## config.mk

```make
export PLATFORM = sky130hd
export DESIGN_NAME = vdp_port_ctrl
export DESIGN_NICKNAME = d
export VERILOG_FILES = /design/src/rtl/vdp_port_ctrl.sv
export SDC_FILE = /design/constraint.sdc
export NUM_CORES = 1
export LEC_CHECK = 0
export CORE_UTILIZATION = 63
export CTS_CLUSTER_DIAMETER = 60
export DETAILED_ROUTE_END_ITERATION = 10
export DONT_BUFFER_PORTS = 1
export GPL_TIMING_DRIVEN = 0
export PLACE_DENSITY = 0.79
export SLEW_MARGIN = 10
export SYNTH_ARGS = -nofsm -noshare
export SYNTH_HDL_FRONTEND = slang
export SYNTH_SLANG_ARGS = --single-unit
```

## constraint.sdc

```tcl
create_clock -name clk -period 1.8 [get_ports clk]
set_input_delay 0.18 -clock clk [delete_from_list [all_inputs] [get_ports clk]]
set_output_delay 0.18 -clock clk [all_outputs]
set_load 0.02 [all_outputs]
```

## src/rtl/vdp_port_ctrl.sv

```systemverilog
`default_nettype none
// ============================================================================
// Module   : vdp_port_ctrl
// Brief    : CPU-side port controller for a TMS9918-style video processor.
//            Holds R0-R7, the VRAM address pointer, the read-ahead buffer and
//            the sticky status flags. Sequences CPU VRAM reads and writes.
// Revision : 1.0 - initial release
// ============================================================================
module vdp_port_ctrl #(
  parameter int ADDR_W = 14
) (
  input  logic              clk,
  input  logic              n_reset,
  input  logic              port_sel,
  input  logic              cpu_wr,
  input  logic              cpu_rd,
  input  logic [7:0]        cpu_din,
  output logic [7:0]        cpu_dout,
  output logic              busy,
  output logic [ADDR_W-1:0] vram_addr,
  output logic              vram_wr,
  output logic              vram_rd,
  output logic [7:0]        vram_wdata,
  input  logic [7:0]        vram_rdata,
  output logic [2:0]        mode,
  output logic              video_on,
  output logic              sprite_large,
  output logic              sprite_enlarged,
  output logic [ADDR_W-1:0] name_table_addr,
  output logic [ADDR_W-1:0] color_table_addr,
  output logic [ADDR_W-1:0] font_addr,
  output logic [ADDR_W-1:0] sprite_attr_addr,
  output logic [ADDR_W-1:0] sprite_pattern_table_addr,
  output logic [3:0]        text_color,
  output logic [3:0]        back_color,
  input  logic              frame_int,
  input  logic              collision_in,
  input  logic              fifth_in,
  input  logic [4:0]        sprite5_in,
  output logic              n_int
);

  typedef enum logic [1:0] {
    ST_IDLE    = 2'd0,
    ST_RD_REQ  = 2'd1,
    ST_RD_WAIT = 2'd2
  } state_t;

  state_t          state_q, state_d;
  logic [7:0][7:0] regs_q, regs_d;
  logic [13:0]     ptr_q, ptr_d;
  logic [7:0]      buf_q, buf_d;
  logic [7:0]      latch_q, latch_d;
  logic            latch_full_q, latch_full_d;
  logic            write_mode_q, write_mode_d;
  logic            f_q, f_d, c_q, c_d, s5_q, s5_d;
  logic [4:0]      sprite5_q, sprite5_d;
  logic [7:0]      dout_q, dout_d;
  logic            vram_wr_q, vram_wr_d;
  logic [7:0]      wdata_q, wdata_d;

  logic data_wr, data_rd, ctrl_wr, stat_rd;
  logic unused_bits;

  // Strobe decode: a simultaneous write and read is treated as a write only.
  assign data_wr = cpu_wr & ~port_sel;
  assign data_rd = cpu_rd & ~cpu_wr & ~port_sel;
  assign ctrl_wr = cpu_wr & port_sel;
  assign stat_rd = cpu_rd & ~cpu_wr & port_sel;

  // The pointer advances at the end of the write cycle, so vram_addr is
  // always the live pointer for both reads and writes.
  assign busy       = (state_q != ST_IDLE) | vram_wr_q;
  assign vram_wr    = vram_wr_q;
  assign vram_rd    = (state_q == ST_RD_REQ);
  assign vram_addr  = ADDR_W'(ptr_q);
  assign vram_wdata = wdata_q;
  assign cpu_dout   = dout_q;

  // Register-file decode; M1 beats M3 beats M2, default is graphics I.
  assign mode = regs_q[1][4] ? 3'd0 :
                regs_q[0][1] ? 3'd2 :
                regs_q[1][3] ? 3'd3 : 3'd1;
  assign video_on                  = regs_q[1][6];
  assign sprite_large              = regs_q[1][1];
  assign sprite_enlarged           = regs_q[1][0];
  assign name_table_addr           = ADDR_W'({regs_q[2][3:0], 10'b0});
  assign color_table_addr          = ADDR_W'({regs_q[3], 6'b0});
  assign font_addr                 = ADDR_W'({regs_q[4][2:0], 11'b0});
  assign sprite_attr_addr          = ADDR_W'({regs_q[5][6:0], 7'b0});
  assign sprite_pattern_table_addr = ADDR_W'({regs_q[6][2:0], 11'b0});
  assign text_color                = regs_q[7][7:4];
  assign back_color                = regs_q[7][3:0];
  assign n_int                     = ~(f_q & regs_q[1][5]);

  // Register bits with no decoded function, plus the stored write_mode flag.
  assign unused_bits = ^{write_mode_q, regs_q[0][7:2], regs_q[0][0],
                         regs_q[1][7], regs_q[1][2], regs_q[2][7:4],
                         regs_q[4][7:3], regs_q[5][7], regs_q[6][7:3]};

  // Next-state logic: FSM, CPU port handling and status flag updates.
  always_comb begin
    state_d      = state_q;
    regs_d       = regs_q;
    ptr_d        = ptr_q;
    buf_d        = buf_q;
    latch_d      = latch_q;
    latch_full_d = latch_full_q;
    write_mode_d = write_mode_q;
    f_d          = f_q;
    c_d          = c_q;
    s5_d         = s5_q;
    sprite5_d    = sprite5_q;
    dout_d       = dout_q;
    vram_wr_d    = 1'b0;
    wdata_d      = wdata_q;

    // Prefetch sequencing; the 14-bit pointer wraps naturally.
    case (state_q)
      ST_RD_REQ:  state_d = ST_RD_WAIT;
      ST_RD_WAIT: begin
        buf_d   = vram_rdata;
        ptr_d   = ptr_q + 14'd1;
        state_d = ST_IDLE;
      end
      default:    state_d = ST_IDLE;
    endcase

    if (vram_wr_q) ptr_d = ptr_q + 14'd1;

    // Data port: any strobe breaks a half-written control pair.
    if (data_wr | data_rd) latch_full_d = 1'b0;
    if (!busy) begin
      if (data_wr) begin
        vram_wr_d = 1'b1;
        wdata_d   = cpu_din;
        buf_d     = cpu_din;
      end else if (data_rd) begin
        dout_d  = buf_q;
        state_d = ST_RD_REQ;
      end
    end

    // Control port is always accepted; a pointer load overrides any
    // increment and restarts the read-ahead in read mode.
    if (ctrl_wr) begin
      if (!latch_full_q) begin
        latch_d      = cpu_din;
        latch_full_d = 1'b1;
      end else begin
        latch_full_d = 1'b0;
        case (cpu_din[7:6])
          2'b10: regs_d[cpu_din[2:0]] = latch_q;
          2'b01: begin
            ptr_d        = {cpu_din[5:0], latch_q};
            write_mode_d = 1'b1;
          end
          2'b00: begin
            ptr_d        = {cpu_din[5:0], latch_q};
            write_mode_d = 1'b0;
            state_d      = ST_RD_REQ;
          end
          default: ;
        endcase
      end
    end

    if (stat_rd) begin
      dout_d       = {f_q, s5_q, c_q, sprite5_q};
      latch_full_d = 1'b0;
      f_d          = 1'b0;
      c_d          = 1'b0;
      s5_d         = 1'b0;
    end

    // Flag sets come last so they win over a same-cycle status read.
    if (frame_int)    f_d = 1'b1;
    if (collision_in) c_d = 1'b1;
    if (fifth_in && !s5_q) begin
      s5_d      = 1'b1;
      sprite5_d = sprite5_in;
    end
  end

  // State registers with asynchronous active-low reset.
  always_ff @(posedge clk or negedge n_reset) begin
    if (!n_reset) begin
      state_q      <= ST_IDLE;
      regs_q       <= '0;
      ptr_q        <= '0;
      buf_q        <= '0;
      latch_q      <= '0;
      latch_full_q <= 1'b0;
      write_mode_q <= 1'b0;
      f_q          <= 1'b0;
      c_q          <= 1'b0;
      s5_q         <= 1'b0;
      sprite5_q    <= '0;
      dout_q       <= '0;
      vram_wr_q    <= 1'b0;
      wdata_q      <= '0;
    end else begin
      state_q      <= state_d;
      regs_q       <= regs_d;
      ptr_q        <= ptr_d;
      buf_q        <= buf_d;
      latch_q      <= latch_d;
      latch_full_q <= latch_full_d;
      write_mode_q <= write_mode_d;
      f_q          <= f_d;
      c_q          <= c_d;
      s5_q         <= s5_d;
      sprite5_q    <= sprite5_d;
      dout_q       <= dout_d;
      vram_wr_q    <= vram_wr_d;
      wdata_q      <= wdata_d;
    end
  end

endmodule
`default_nettype wire

```

After elaboration in Yosys (flattened, before gate mapping)
Index checks and enable logic that the tools add are counted.

Flip-flop bits (word level): 122.

Bitwise operators: 13. Reduce and logical (&&, ||, !) cells: 15. Equal/unequal tests: 6. Order comparisons: 2. $add $sub $neg: 1. Mux-type cells: 35.

Operator list (number): 14-bit two-way mux (5); 64-bit bitwise mux (1); 8-bit two-way mux (8); 8-bit demux with 3-bit select (1); 2-bit two-way mux (10); 14-bit by 1-bit adder with 14-bit output (second input constant) (1); 1-bit two-way mux (10); 2-bit nonzero test (5); 1-bit bitwise AND (6); 3-bit AND reduction (2); 1-bit NOT (5); 2-bit by 1-bit equality test with 1-bit output (second input constant) (2); 2-bit equality test (second input constant) (2); 3-bit by 4-bit < comparator with 1-bit output (second input constant) (1); 2-bit by 1-bit inequality test with 1-bit output (second input constant) (2); 2-bit AND reduction (2); 3-bit by 1-bit greater-or-equal comparator with 1-bit output (second input constant) (1); 3-bit nonzero test (1); 1-bit logical AND (2); 2-bit logical NOT (1); 1-bit bitwise OR (2); 2-bit OR reduction (1); 1-bit logical NOT (1).

Depth between registers and ports, before layout
Gate-level depths: netlist of run 1.

Word-level depth: 9. Depth in mapped cells: 8.

Worst setup path before layout of run 1
Ideal clock, no wire load.

Path type: flip-flop to flip-flop. From: reg vram_wr_q, in the netlist vram_wr. To: reg buf_q[6]. Setup time: 0.127 ns. Period minus slack after synthesis: 1.684 ns. Stages on the path, launching flop included: 9. Arrival: 1.556 ns. Buffers on the path: 1. Slack: 0.116 ns. Cell sequence: dfrtp_1 > nor3_1 > inv_1 > nor2_1 > nand2_1 > clkinv_1 > buf_2 > nand2_1 > o21ai_0.

Longest elaborated chain between the ends: 2.

Ends and longest elaborated chain: from (decl) (RTL line 59) `logic vram_wr_q, vram_wr_d;`; from (signal assigned) (RTL line 215) `vram_wr_q <= vram_wr_d;`; 1-bit bitwise OR (RTL line 73) `assign busy = (state_q != ST_IDLE) | vram_wr_q;`; named net busy (RTL line 19) `output logic busy,`; 8-bit two-way mux (RTL line 133) `if (!busy) begin`; named net buf_d[6] (RTL line 52) `logic [7:0] buf_q, buf_d;`; to (signal assigned) (RTL line 206) `buf_q <= buf_d;`; to (decl) (RTL line 52).

The timed path passes the listed nets, and every way through them passes these cells. A chain may end at the register's enable or synchronous reset.

Worst setup path after layout of run 1
From: reg latch_full_q. To: reg regs_q, in the netlist sprite_attr_addr[8].

Longest elaborated chain between the ends: 1.

Ends and longest elaborated chain: from (decl) (RTL line 54) `logic latch_full_q, latch_full_d;`; from (signal assigned) (RTL line 208) `latch_full_q <= latch_full_d;`; 3-bit AND reduction (no source line); to (signal assigned) (RTL line 204) `regs_q <= regs_d;`; to (decl) (RTL line 50) `logic [7:0][7:0] regs_q, regs_d;`.

No other way between the ends.

==> results of run 1 <==
-- synth_stat cells, types with 2 or more instances --
| cell type | number | area share |
|---|---|---|
| sky130_fd_sc_hd__a21o_1 | 2 | 0.0032 |
| sky130_fd_sc_hd__a21oi_1 | 2 | 0.0021 |
| sky130_fd_sc_hd__buf_2 | 2 | 0.0021 |
| sky130_fd_sc_hd__buf_4 | 81 | 0.13 |
| sky130_fd_sc_hd__clkbuf_1 | 6 | 0.0048 |
| sky130_fd_sc_hd__dfrtp_1 | 98 | 0.52 |
| sky130_fd_sc_hd__inv_1 | 3 | 0.0024 |
| sky130_fd_sc_hd__mux2_1 | 2 | 0.0048 |
| sky130_fd_sc_hd__mux2_2 | 51 | 0.12 |
| sky130_fd_sc_hd__mux2i_1 | 17 | 0.036 |
| sky130_fd_sc_hd__nand2_1 | 54 | 0.043 |
| sky130_fd_sc_hd__nand3_1 | 4 | 0.0042 |
| sky130_fd_sc_hd__nor2_1 | 15 | 0.012 |
| sky130_fd_sc_hd__nor2b_1 | 4 | 0.0053 |
| sky130_fd_sc_hd__nor3_1 | 6 | 0.0064 |
| sky130_fd_sc_hd__nor3b_2 | 3 | 0.0080 |
| sky130_fd_sc_hd__o21ai_0 | 31 | 0.033 |
| sky130_fd_sc_hd__xnor2_1 | 10 | 0.019 |
| sky130_fd_sc_hd__xor2_1 | 3 | 0.0056 |
-- worst paths after layout --
check	end	start	cells after the start	slack [ps]
setup / recovery	sprite_attr_addr[8]	latch_full_q	6	100
hold / removal	color_table_addr[11]	n_reset	0	-510
setup reg to reg	sprite_attr_addr[8]	latch_full_q	6	100
hold reg to reg	c_q	c_q	1	490
max in group asynchronous	vram_wr	n_reset	0	2170
min in group clk	buf_q[3]	vram_rdata[3]	2	20
-- repair_timing --
action	CTS	global route
gates resized for setup	5	10
hold endpoints to repair	131	98
setup endpoints to repair	17	25
pin swaps	0	3
buffers inserted	0	3
-- sequential cells by signal, summed over array words and instances (netlist names), 5 cells and up --
register / flops
sprite5_q: 5
color_table_addr: 8
sprite_attr_addr: 7
cpu_dout: 8
vram_addr: 14
buf_q: 8
vram_wdata: 8
latch_q: 8
-- kinds of logic (layout without fill, tap and decap cells) --
| group | count (synthesis) | after routing | share of synthesized area |
|---|---|---|---|
| DFF | 98 | 98 | 0.520 |
| xor gates and xnor gates | 13 | 13 | 0.0242 |
| and+or+nand+nor | 99 | 99 | 0.104 |
| other | 1 | 46 | 0.000796 |
| adders and majority gates | 1 | 1 | 0.00265 |
| buffers and inverters | 94 | 129 | 0.140 |
| muxes | 70 | 70 | 0.163 |
| AOI/OAI and AO/OA | 40 | 40 | 0.0457 |
-- metal layers --
layer / vias up / wire length [µm] / GRT usage
met5: - / 0 / 0
met4: 0 / 214 / 0.116
li1: 1424 / - / -
met2: 126 / 4620 / 0.407
met3: 19 / 683 / 0.0485
met1: 1458 / 4040 / 0.341
-- through the flow --
step | setup WS [ps] | area [µm²] | TNS, ps | power [mW] | cells
final | 98.9 | 5480 | 0 | 6.08 | 595
after global routing | -5.38 | 5480 | -13.5 | 6.34 | 595
after CTS | 6.45 | 5430 | 0 | 6.06 | 592
after detailed placement | -314 | 5000 | -3330 | 4.30 | 560
after global placement | -272 | 5000 | -2820 | 4.24 | 560
after floorplan | 116 | 4880 | 0 | 4.03 | 461
-- power groups by stage --
stage | registers, mW | clock network, mW | logic [mW]
finish | 3.31 | 1.74 | 1.03
global route | 3.36 | 1.84 | 1.14
CTS | 3.29 | 1.76 | 1.01
detailed placement | 3.34 | 0 | 0.963
global placement | 3.31 | 0 | 0.925
floorplan | 3.18 | 0 | 0.845
-- worst register-to-register path, cell delays in order, from the launching register on --
cell                       delay, ps
sky130_fd_sc_hd__dfrtp_1         370
sky130_fd_sc_hd__nand3_1         140
sky130_fd_sc_hd__nor3b_2         240
sky130_fd_sc_hd__and2_1          150
sky130_fd_sc_hd__buf_4           150
sky130_fd_sc_hd__nand3b_2        190
sky130_fd_sc_hd__mux2_2          350
-- cell type report --
type                    instances  area share
multi-input cells             269       0.329
plain buffers                  90       0.118
inverters                       4     0.00297
clock inverters                 6      0.0208
well taps                      99      0.0226
clock buffers                  10      0.0251
repair buffers                 19      0.0333
flip-flops and latches         98       0.449
==> metrics.log, run 1 <==
INFO  metric core.rowCount = 31
INFO  metric floorplan.die_area = 0.00783 mm²
INFO  metric detail_route.vias_per_cell = 5.09
INFO  metric drive_above_1_share = 0.349
INFO  metric worstMarginPinSlew = roughly 640 ps
INFO  metric hold_slack = -507 ps
INFO  metric critPathArrivalTime = 1960 ps
INFO  metric grt_first_pass_wirelength = 14600 µm
INFO  metric synth-seq-area-share = 0.520
INFO  metric critPathMaxStageDelay = 370 ps
INFO  metric largest_net_degree_at_the_start_of_global_routing = 99
INFO  metric first_global_vias = approximately 2.9k
INFO  metric area_growth_syn_to_layout = 16.3%
INFO  metric track_usage = 0.255
INFO  metric layout_commonest_cell = sky130_fd_sc_hd__dfrtp_1
INFO  metric crit_required = just over 2000 ps
INFO  metric dieWidth = 88.5 µm
INFO  metric cts.sink_count = 98
INFO  metric multi_input_area = 0.00180 mm²
INFO  metric timing.critical_path.cells = nand3_1 > nor3b_2 > and2_1 > buf_4 > nand3b_2 > mux2_2
INFO  metric critical_path_class = reg2reg
INFO  metric postSynthCellCount = 416
INFO  metric synthFlopType = sky130_fd_sc_hd__dfrtp_1
INFO  metric register_area = approximately 0.0025 mm²
INFO  metric routed_wirelength = 9560 µm
INFO  metric fin_skew = 4.47 ps
INFO  metric pin_count = 147
INFO  metric yosys_register_bits = 98
INFO  metric pwr-share-comb = 0.169
INFO  metric post-route-period-util = 0.945
INFO  metric gr_overflow_total = 0
INFO  metric leakage = 2.75 nW
INFO  metric p_int = 4.06 mW
INFO  metric floorplan.die.height = between 80 and 90 µm
INFO  metric critPathBufInv = 1
INFO  metric netlist-cell-type-count = around 40
INFO  metric synth.cell_area = 0.00471 mm²
INFO  metric fillerInstances = 504
INFO  metric max_freq = 0.588 GHz
INFO  metric cts_htree_levels = 3
INFO  metric final_util = 0.756
INFO  metric cts_hold_buf = 16
INFO  metric core_area = slightly above 0.007 mm²
INFO  metric failed_checks = hold timing
INFO  metric fin_crit = 1700 ps
INFO  metric clk-insertion-delay-late = 370 ps
INFO  metric layout.cells.most_common_list = 93 x sky130_fd_sc_hd__dfrtp_1, 84 x sky130_fd_sc_hd__buf_4, 53 x sky130_fd_sc_hd__nand2_1
INFO  metric final_antenna_net_count = 0
INFO  metric run_status = finished with violations
INFO  metric tritoncts = built
INFO  metric crit_path_end_kind = register
INFO  metric buffer_ports.inserted = 0
INFO  metric initial_utilization = 0.650
INFO  metric grt_setup_unrepaired = yes
INFO  metric net_count_of_the_finished_layout = ~520
INFO  metric synth-edff-count = 0
INFO  metric drc_errors = 0
INFO  metric peakVddDrop = 0.634 mV
INFO  metric power_density = 1110 mW/mm²
INFO  metric yosysWarnings = 0
INFO  metric antenna_found_initial = 0
INFO  metric hold_viol = 98
INFO  metric clock_tree.root_cell = sky130_fd_sc_hd__clkbuf_8
INFO  metric antenna_cells = 0
INFO  metric max-slew-margin-rel = 0.573
INFO  metric critPathLaunchType = register
INFO  metric seq_power_share = 0.545
INFO  metric vias_after_detailed_routing = 3027
INFO  metric gpl.final_weighted_congestion = 0.876
INFO  metric netSwitchingPower = 2.02 mW
INFO  metric clockBufferDepth = 2
INFO  metric finalMaxSlewViolations = 0
INFO  metric dp_hpwl = 6560 µm
INFO  metric p_sw_frac = 0.333
INFO  metric share_clk_of_total_power = 0.286
INFO  metric cts-buffers-inserted = 9
INFO  metric cp_top_family = simple AND/OR/NAND/NOR gates
INFO  metric slowest_stage = sky130_fd_sc_hd__dfrtp_1
INFO  metric timing.max_cap.violations = 0
INFO  metric final-setup-viol-count = 0
INFO  metric routedWlPerCell = 16.1 µm
INFO  metric synth_async_sr_flop_share = 1.00
INFO  metric hold_path_class = in2async
INFO  metric detail_route.first_pass.iterations = 4
INFO  metric critical_path_peak_fanout = 7
INFO  metric cts.reportedPaths.clkPinSlew = 90 ps
INFO  metric initialDrtViolationCount = 143
INFO  metric syn-mean-instance-area = approximately 11 µm²
Power figures use the tool's default switching activity.
==> run 2: changes to the inputs <==
- GPL_TIMING_DRIVEN: 0 -> unset
- SKIP_CTS_REPAIR_TIMING: unset -> 1
==> metrics.log, run 2 (same netlist as run 1, synthesis figures left out) <==
INFO  metric final.setup.worst_slack = 86.8 ps (-12.1 ps)
INFO  metric timing.max_cap.violations = 0 (unchanged)
INFO  metric gr_overflow_total = 0 (unchanged)
INFO  metric global_route.usage.met3 = 0.0578 (+0.00933)
INFO  metric leakage = 2.34 nW (-15%)
INFO  metric critical_path_class = reg2reg
INFO  metric dp_hpwl = 6310 µm (-3.7%)
INFO  metric power_density = 1230 mW/mm² (+11%)
INFO  metric track_usage = 0.233 (-0.0220)
INFO  metric antenna_found_initial = 0 (unchanged)
INFO  metric dieWidth = 88.5 µm (unchanged)
INFO  metric vias_after_detailed_routing = 2765 (-8.7%)
INFO  metric met1_usage = 0.304 (-0.0371)
INFO  metric area_growth_syn_to_layout = 3.37%
INFO  metric critical_path_peak_fanout = 4 (-3)
INFO  metric gpl.final_weighted_congestion = 0.871 (-0.49%)
INFO  metric detail_route.first_pass.iterations = 4 (unchanged)
INFO  metric final_antenna_net_count = 0 (unchanged)
INFO  metric cts.reportedPaths.clkPinSlew = 90 ps (about the same)
INFO  metric final-setup-viol-count = 0 (unchanged)
INFO  metric critPathLaunchType = register
INFO  metric totalPowerFinal = 5.97 mW (-1.7%)
INFO  metric cts_htree_levels = 3 (unchanged)
INFO  metric final_design_area_no_fill = 0.00487 mm² (-11%)
INFO  metric tritoncts = built
INFO  metric detail_route.vias_per_cell = 5.37 (+5.5%)
INFO  metric crit_path_end_kind = register
INFO  metric layout.cells.most_common_list = 98 x sky130_fd_sc_hd__dfrtp_1, 54 x sky130_fd_sc_hd__nand2_1, 51 x sky130_fd_sc_hd__mux2_2
INFO  metric grt.busiest_layer = met2
INFO  metric place_worst_setup_slack = 96.3 ps (+410 ps)
INFO  metric routed_wirelength = 9150 µm (-4.3%)
INFO  metric hold_slack = -480 ps (+26.9 ps)
INFO  metric clockBufferDepth = 2 (unchanged)
INFO  metric finalMaxSlewViolations = 0 (unchanged)
INFO  metric post-route-period-util = 0.952 (+0.00674)
INFO  metric initial_utilization = 0.650 (unchanged)
INFO  metric cts-buffers-inserted = 9 (unchanged)
INFO  metric layout_commonest_cell = sky130_fd_sc_hd__dfrtp_1
INFO  metric largest_net_degree_at_the_start_of_global_routing = 99 (unchanged)
INFO  metric failed_checks = hold timing
INFO  metric drc_errors = 0 (unchanged)
INFO  metric routedWlPerCell = 17.8 µm (+11%)
INFO  metric fin_crit = 1710 ps (+12.1 ps)
INFO  metric grt_util_met2 = 0.369 (-0.0378)
INFO  metric max_freq = 0.584 GHz (-0.71%)
INFO  metric largest_register_ffs = 14 (unchanged)
INFO  metric register_area = 0.00245 mm² (-0.25%)
INFO  metric critPathArrivalTime = 1950 ps (about the same)
INFO  metric antenna_cells = 0 (unchanged)
INFO  metric initialDrtViolationCount = 195 (+36%)
INFO  metric crit_required = 2040 ps (-20 ps)
INFO  metric floorplan.die.height = 88.5 µm (unchanged)
INFO  metric floorplan.die_area = 0.00783 mm² (unchanged)
INFO  metric core_area = 0.00725 mm² (unchanged)
INFO  metric core.rowCount = 31 (unchanged)
INFO  metric grt_first_pass_wirelength = 13300 µm (-8.4%)
INFO  metric pin_count = 147 (unchanged)
INFO  metric run_status = finished with violations
INFO  metric cts.sink_count = 98 (unchanged)
INFO  metric peakVddDrop = 0.704 mV (+11%)
INFO  metric fin_skew = 9.21 ps (+4.74 ps)
INFO  metric drive_above_1_share = 0.216 (-0.132)
INFO  metric clock_tree.root_cell = sky130_fd_sc_hd__clkbuf_8
INFO  metric hold_viol = 98 (unchanged)
INFO  metric worstMarginPinSlew = 989 ps (+349 ps)
INFO  metric multi_input_area = 0.00177 mm² (-1.7%)
INFO  metric buffer_ports.inserted = 0 (unchanged)
INFO  metric hold_path_class = in2async
INFO  metric grt_setup_unrepaired = yes
INFO  metric clk-insertion-delay-late = 350 ps (-20 ps)
INFO  metric dpl_cell_area = 0.00447 mm² (-11%)
INFO  metric first_global_vias = 2590 (-10%)
INFO  metric fillerInstances = 573 (+14%)
INFO  metric net_count_of_the_finished_layout = 442 (-15%)
INFO  metric max-slew-margin-rel = 0.336 (-0.237)
[run 2: changes by cell type in the layout (fill, tap and decap cells not counted), sizes merged]
| cell | delta |
|---|---|
| buf | -72 |
| clkbuf | -7 |
| clkinv | -1 |
[run 2: path summary, 6_finish.rpt]
| check | startpoint | end | slack, ps | cells past startpoint |
|---|---|---|---|---|
| setup / recovery | latch_full_q | name_table_addr[10] | 90 | 5 |
| hold / removal | n_reset | color_table_addr[10] | -480 | 0 |
| setup reg to reg | latch_full_q | name_table_addr[10] | 90 | 5 |
| hold reg to reg | c_q | c_q | 510 | 1 |
| max in group asynchronous | n_reset | sprite_pattern_table_addr[12] | 2160 | 0 |
| min in group clk | fifth_in | s5_q | 10 | 2 |
[run 2: routing by layer]
metal / share of wire / wire length [µm]
met5: 0 / 0
met4: 0.016 / 148
met3: 0.084 / 771
met2: 0.50 / 4610
met1: 0.40 / 3620
[run 2: layout make-up]
class	instances	share of cell area
Clock inverter	5	0.0211
Sequential cell	98	0.503
Clock buffer	10	0.0283
Timing Repair Buffer	30	0.0545
Multi-Input combinational cell	269	0.363
Inverter	4	0.00385
Tap cell	99	0.0254
[run 2: report_power, final]
group	switching, mW	internal, mW	leakage [nW]
combinational	0.678	0.497	0.974
clock	0.707	0.951	0.118
sequential	0.550	2.59	1.25
total	1.94	4.04	2.34
[run 2: through the flow]
stage | hold WS [ps] | setup TNS, ps | instances | util
floorplan | -116 | 0 | 461 | -
global placement | -113 | 0 | 484 | 0.616
detailed placement | -114 | 0 | 484 | 0.616
CTS | -499 | 0 | 499 | 0.649
global route | -505 | -11.4 | 515 | 0.672
finish | -480 | 0 | 515 | 0.672
[run 2: worst max-delay path, stage by stage, from the launching register on]
cell and delay, ps:
sky130_fd_sc_hd__dfrtp_1 360, sky130_fd_sc_hd__nand3_1 130, sky130_fd_sc_hd__nor3b_2 230, sky130_fd_sc_hd__nand2b_1 160, sky130_fd_sc_hd__nor3b_2 360, sky130_fd_sc_hd__mux2_2 380
==> run 3: changes to the inputs <==
- CORE_UTILIZATION: 63 -> 50
- PLACE_DENSITY: 0.79 -> unset
- REMOVE_ABC_BUFFERS: unset -> 1
==> metrics.log, run 3 (same netlist as run 1, synthesis figures left out) <==
INFO  metric cts.sink_count = 98 (unchanged)
INFO  metric final-setup-viol-count = 0 (unchanged)
INFO  metric cts-buffers-inserted = 9 (unchanged)
INFO  metric run_status = finished with violations
INFO  metric pin_count = 147 (unchanged)
INFO  metric detail_route.vias_per_cell = 5.21 (-2.9%)
INFO  metric share_clk_of_total_power = 0.237 (-0.041)
INFO  metric clock_tree.root_cell = sky130_fd_sc_hd__clkbuf_8
INFO  metric failed_checks = hold timing
INFO  metric critPathMaxStageDelay = 550 ps (+170 ps)
INFO  metric antenna_found_initial = 0 (unchanged)
INFO  metric max_freq = 0.578 GHz (-1.0%)
INFO  metric area_growth_syn_to_layout = 4.28%
INFO  metric finalMaxSlewViolations = 0 (unchanged)
INFO  metric critPathArrivalTime = 1980 ps (+30 ps)
INFO  metric buffer_ports.inserted = 0 (unchanged)
INFO  metric cp_top_family = buffers and inverters
INFO  metric peakVddDrop = 0.483 mV (-31%)
INFO  metric hold_path_class = in2async
INFO  metric drc_errors = 0 (unchanged)
INFO  metric hold_viol = 98 (unchanged)
INFO  metric core_area = 0.00920 mm² (+27%)
INFO  metric cts_htree_levels = 3 (unchanged)
INFO  metric timing.max_cap.violations = 0 (unchanged)
INFO  metric net_count_of_the_finished_layout = 451 (+2.0%)
INFO  metric floorplan.die_area = 0.00982 mm² (+25%)
INFO  metric tritoncts = built
INFO  metric pwr-share-comb = 0.218 (+0.021)
INFO  metric routedWlPerCell = 17.4 µm (-1.8%)
INFO  metric timing.critical_path.cells = nand3_1 > or2_2 > o21a_1 > dlygate4sd3_1
INFO  metric seq_power_share = 0.545 (+0.019)
INFO  metric power_density = 1150 mW/mm² (-5.9%)
INFO  metric first_global_vias = 2578 (-0.46%)
INFO  metric detail_route.first_pass.iterations = 4 (unchanged)
INFO  metric track_usage = 0.193 (-0.0392)
INFO  metric vias_after_detailed_routing = 2799 (+1.2%)
INFO  metric grt_setup_unrepaired = yes
INFO  metric crit_required = 2050 ps (about the same)
INFO  metric clockBufferDepth = 2 (unchanged)
INFO  metric layout.cells.most_common_list = 98 x sky130_fd_sc_hd__dfrtp_1, 54 x sky130_fd_sc_hd__nand2_1, 51 x sky130_fd_sc_hd__mux2_2
INFO  metric post-route-period-util = 0.962 (+0.00982)
INFO  metric critPathBufInv = 1 (+1)
INFO  metric totalPowerFinal = 5.67 mW (-5.1%)
INFO  metric clk-insertion-delay-late = 360 ps (about the same)
INFO  metric fin_skew = 8.36 ps (-0.844 ps)
INFO  metric initial_utilization = 0.512 (-0.137)
INFO  metric max-slew-margin-rel = 0.590 (+0.254)
INFO  metric routed_wirelength = 9370 µm (+2.4%)
INFO  metric floorplan.die.height = 99.1 µm (+12%)
INFO  metric gr_overflow_total = 0 (unchanged)
INFO  metric slowest_stage = sky130_fd_sc_hd__dlygate4sd3_1
INFO  metric largest_register_ffs = 14 (unchanged)
INFO  metric drive_above_1_share = 0.225 (+0.00901)
INFO  metric final_antenna_net_count = 0 (unchanged)
INFO  metric gpl.final_weighted_congestion = 0.776 (-11%)
INFO  metric dp_hpwl = 6440 µm (+2.0%)
INFO  metric critical_path_peak_fanout = 6 (+2)
INFO  metric leakage = 2.37 nW (+1.2%)
INFO  metric layout_commonest_cell = sky130_fd_sc_hd__dfrtp_1
INFO  metric cts.reportedPaths.clkPinSlew = 100 ps (about the same)
INFO  metric crit_path_end_kind = register
INFO  metric netSwitchingPower = 2.02 mW (+4.6%)
INFO  metric p_sw_frac = 0.357 (+0.0329)
INFO  metric critPathLaunchType = register
INFO  metric final_util = 0.534 (-0.137)
INFO  metric initialDrtViolationCount = 98 (-50%)
INFO  metric fin_crit = 1730 ps (+17.7 ps)
INFO  metric grt_first_pass_wirelength = 14200 µm (+6.2%)
INFO  metric core.rowCount = 35 (+13%)
INFO  metric worstMarginPinSlew = 614 ps (-375 ps)
INFO  metric antenna_cells = 0 (unchanged)
INFO  metric hold_slack = -507 ps (-26.8 ps)
INFO  metric p_int = 3.65 mW (-9.7%)
INFO  metric largest_net_degree_at_the_start_of_global_routing = 99 (unchanged)
INFO  metric dieWidth = 99.1 µm (+12%)
INFO  metric critical_path_class = reg2reg
-- run 3: cell type report --
type	count	area, µm²
flip-flops and latches	98	2450
inverters	4	15.0
repair buffers	39	343
clock inverters	7	60.1
well taps	111	139
clock buffers	9	124
multi-input cells	269	1780
fillers	814	4280
-- run 3: metal layers --
| metal | part of all wire | global-route usage | vias up |
|---|---|---|---|
| li1 | - | - | 1287 |
| met1 | 0.45 | 0.255 | 1383 |
| met2 | 0.46 | 0.299 | 120 |
| met3 | 0.077 | 0.0667 | 9 |
| met4 | 0.013 | 0.0679 | 0 |
| met5 | 0 | 0 | - |
-- run 3: power by group through the flow --
stage | Clock [mW] | Combinational (mW) | Sequential, mW
after floorplan | 0 | 0.628 | 3.25
after global placement | 0 | 1.16 | 3.13
after detailed placement | 0 | 1.18 | 3.14
after CTS | 1.39 | 1.19 | 3.10
after global routing | 1.45 | 1.36 | 3.16
final | 1.34 | 1.24 | 3.09
-- run 3: through the flow --
stage                     setup slack [ps]  hold slack, ps  TNS [ps]  std cells  area, µm²
after global placement                 116            -114         0        501       4520
final                                 69.1            -507         0        537       4910
after detailed placement              69.9            -114         0        501       4520
after floorplan                       -300            -116     -1270        371       4240
after CTS                             58.6            -523         0        517       4700
after global routing                 -13.1            -535     -18.8        537       4910
-- run 3: worst paths after layout --
check	start	endpoint	slack [ps]	depth (start not counted)
max	latch_full_q	state_q[1]	70	4
min	n_reset	cpu_dout[4]	-510	0
max reg2reg	latch_full_q	state_q[1]	70	4
min reg2reg	c_q	c_q	490	1
max in group asynchronous	n_reset	buf_q[7]	2140	0
min in group clk	port_sel	state_q[0]	10	3
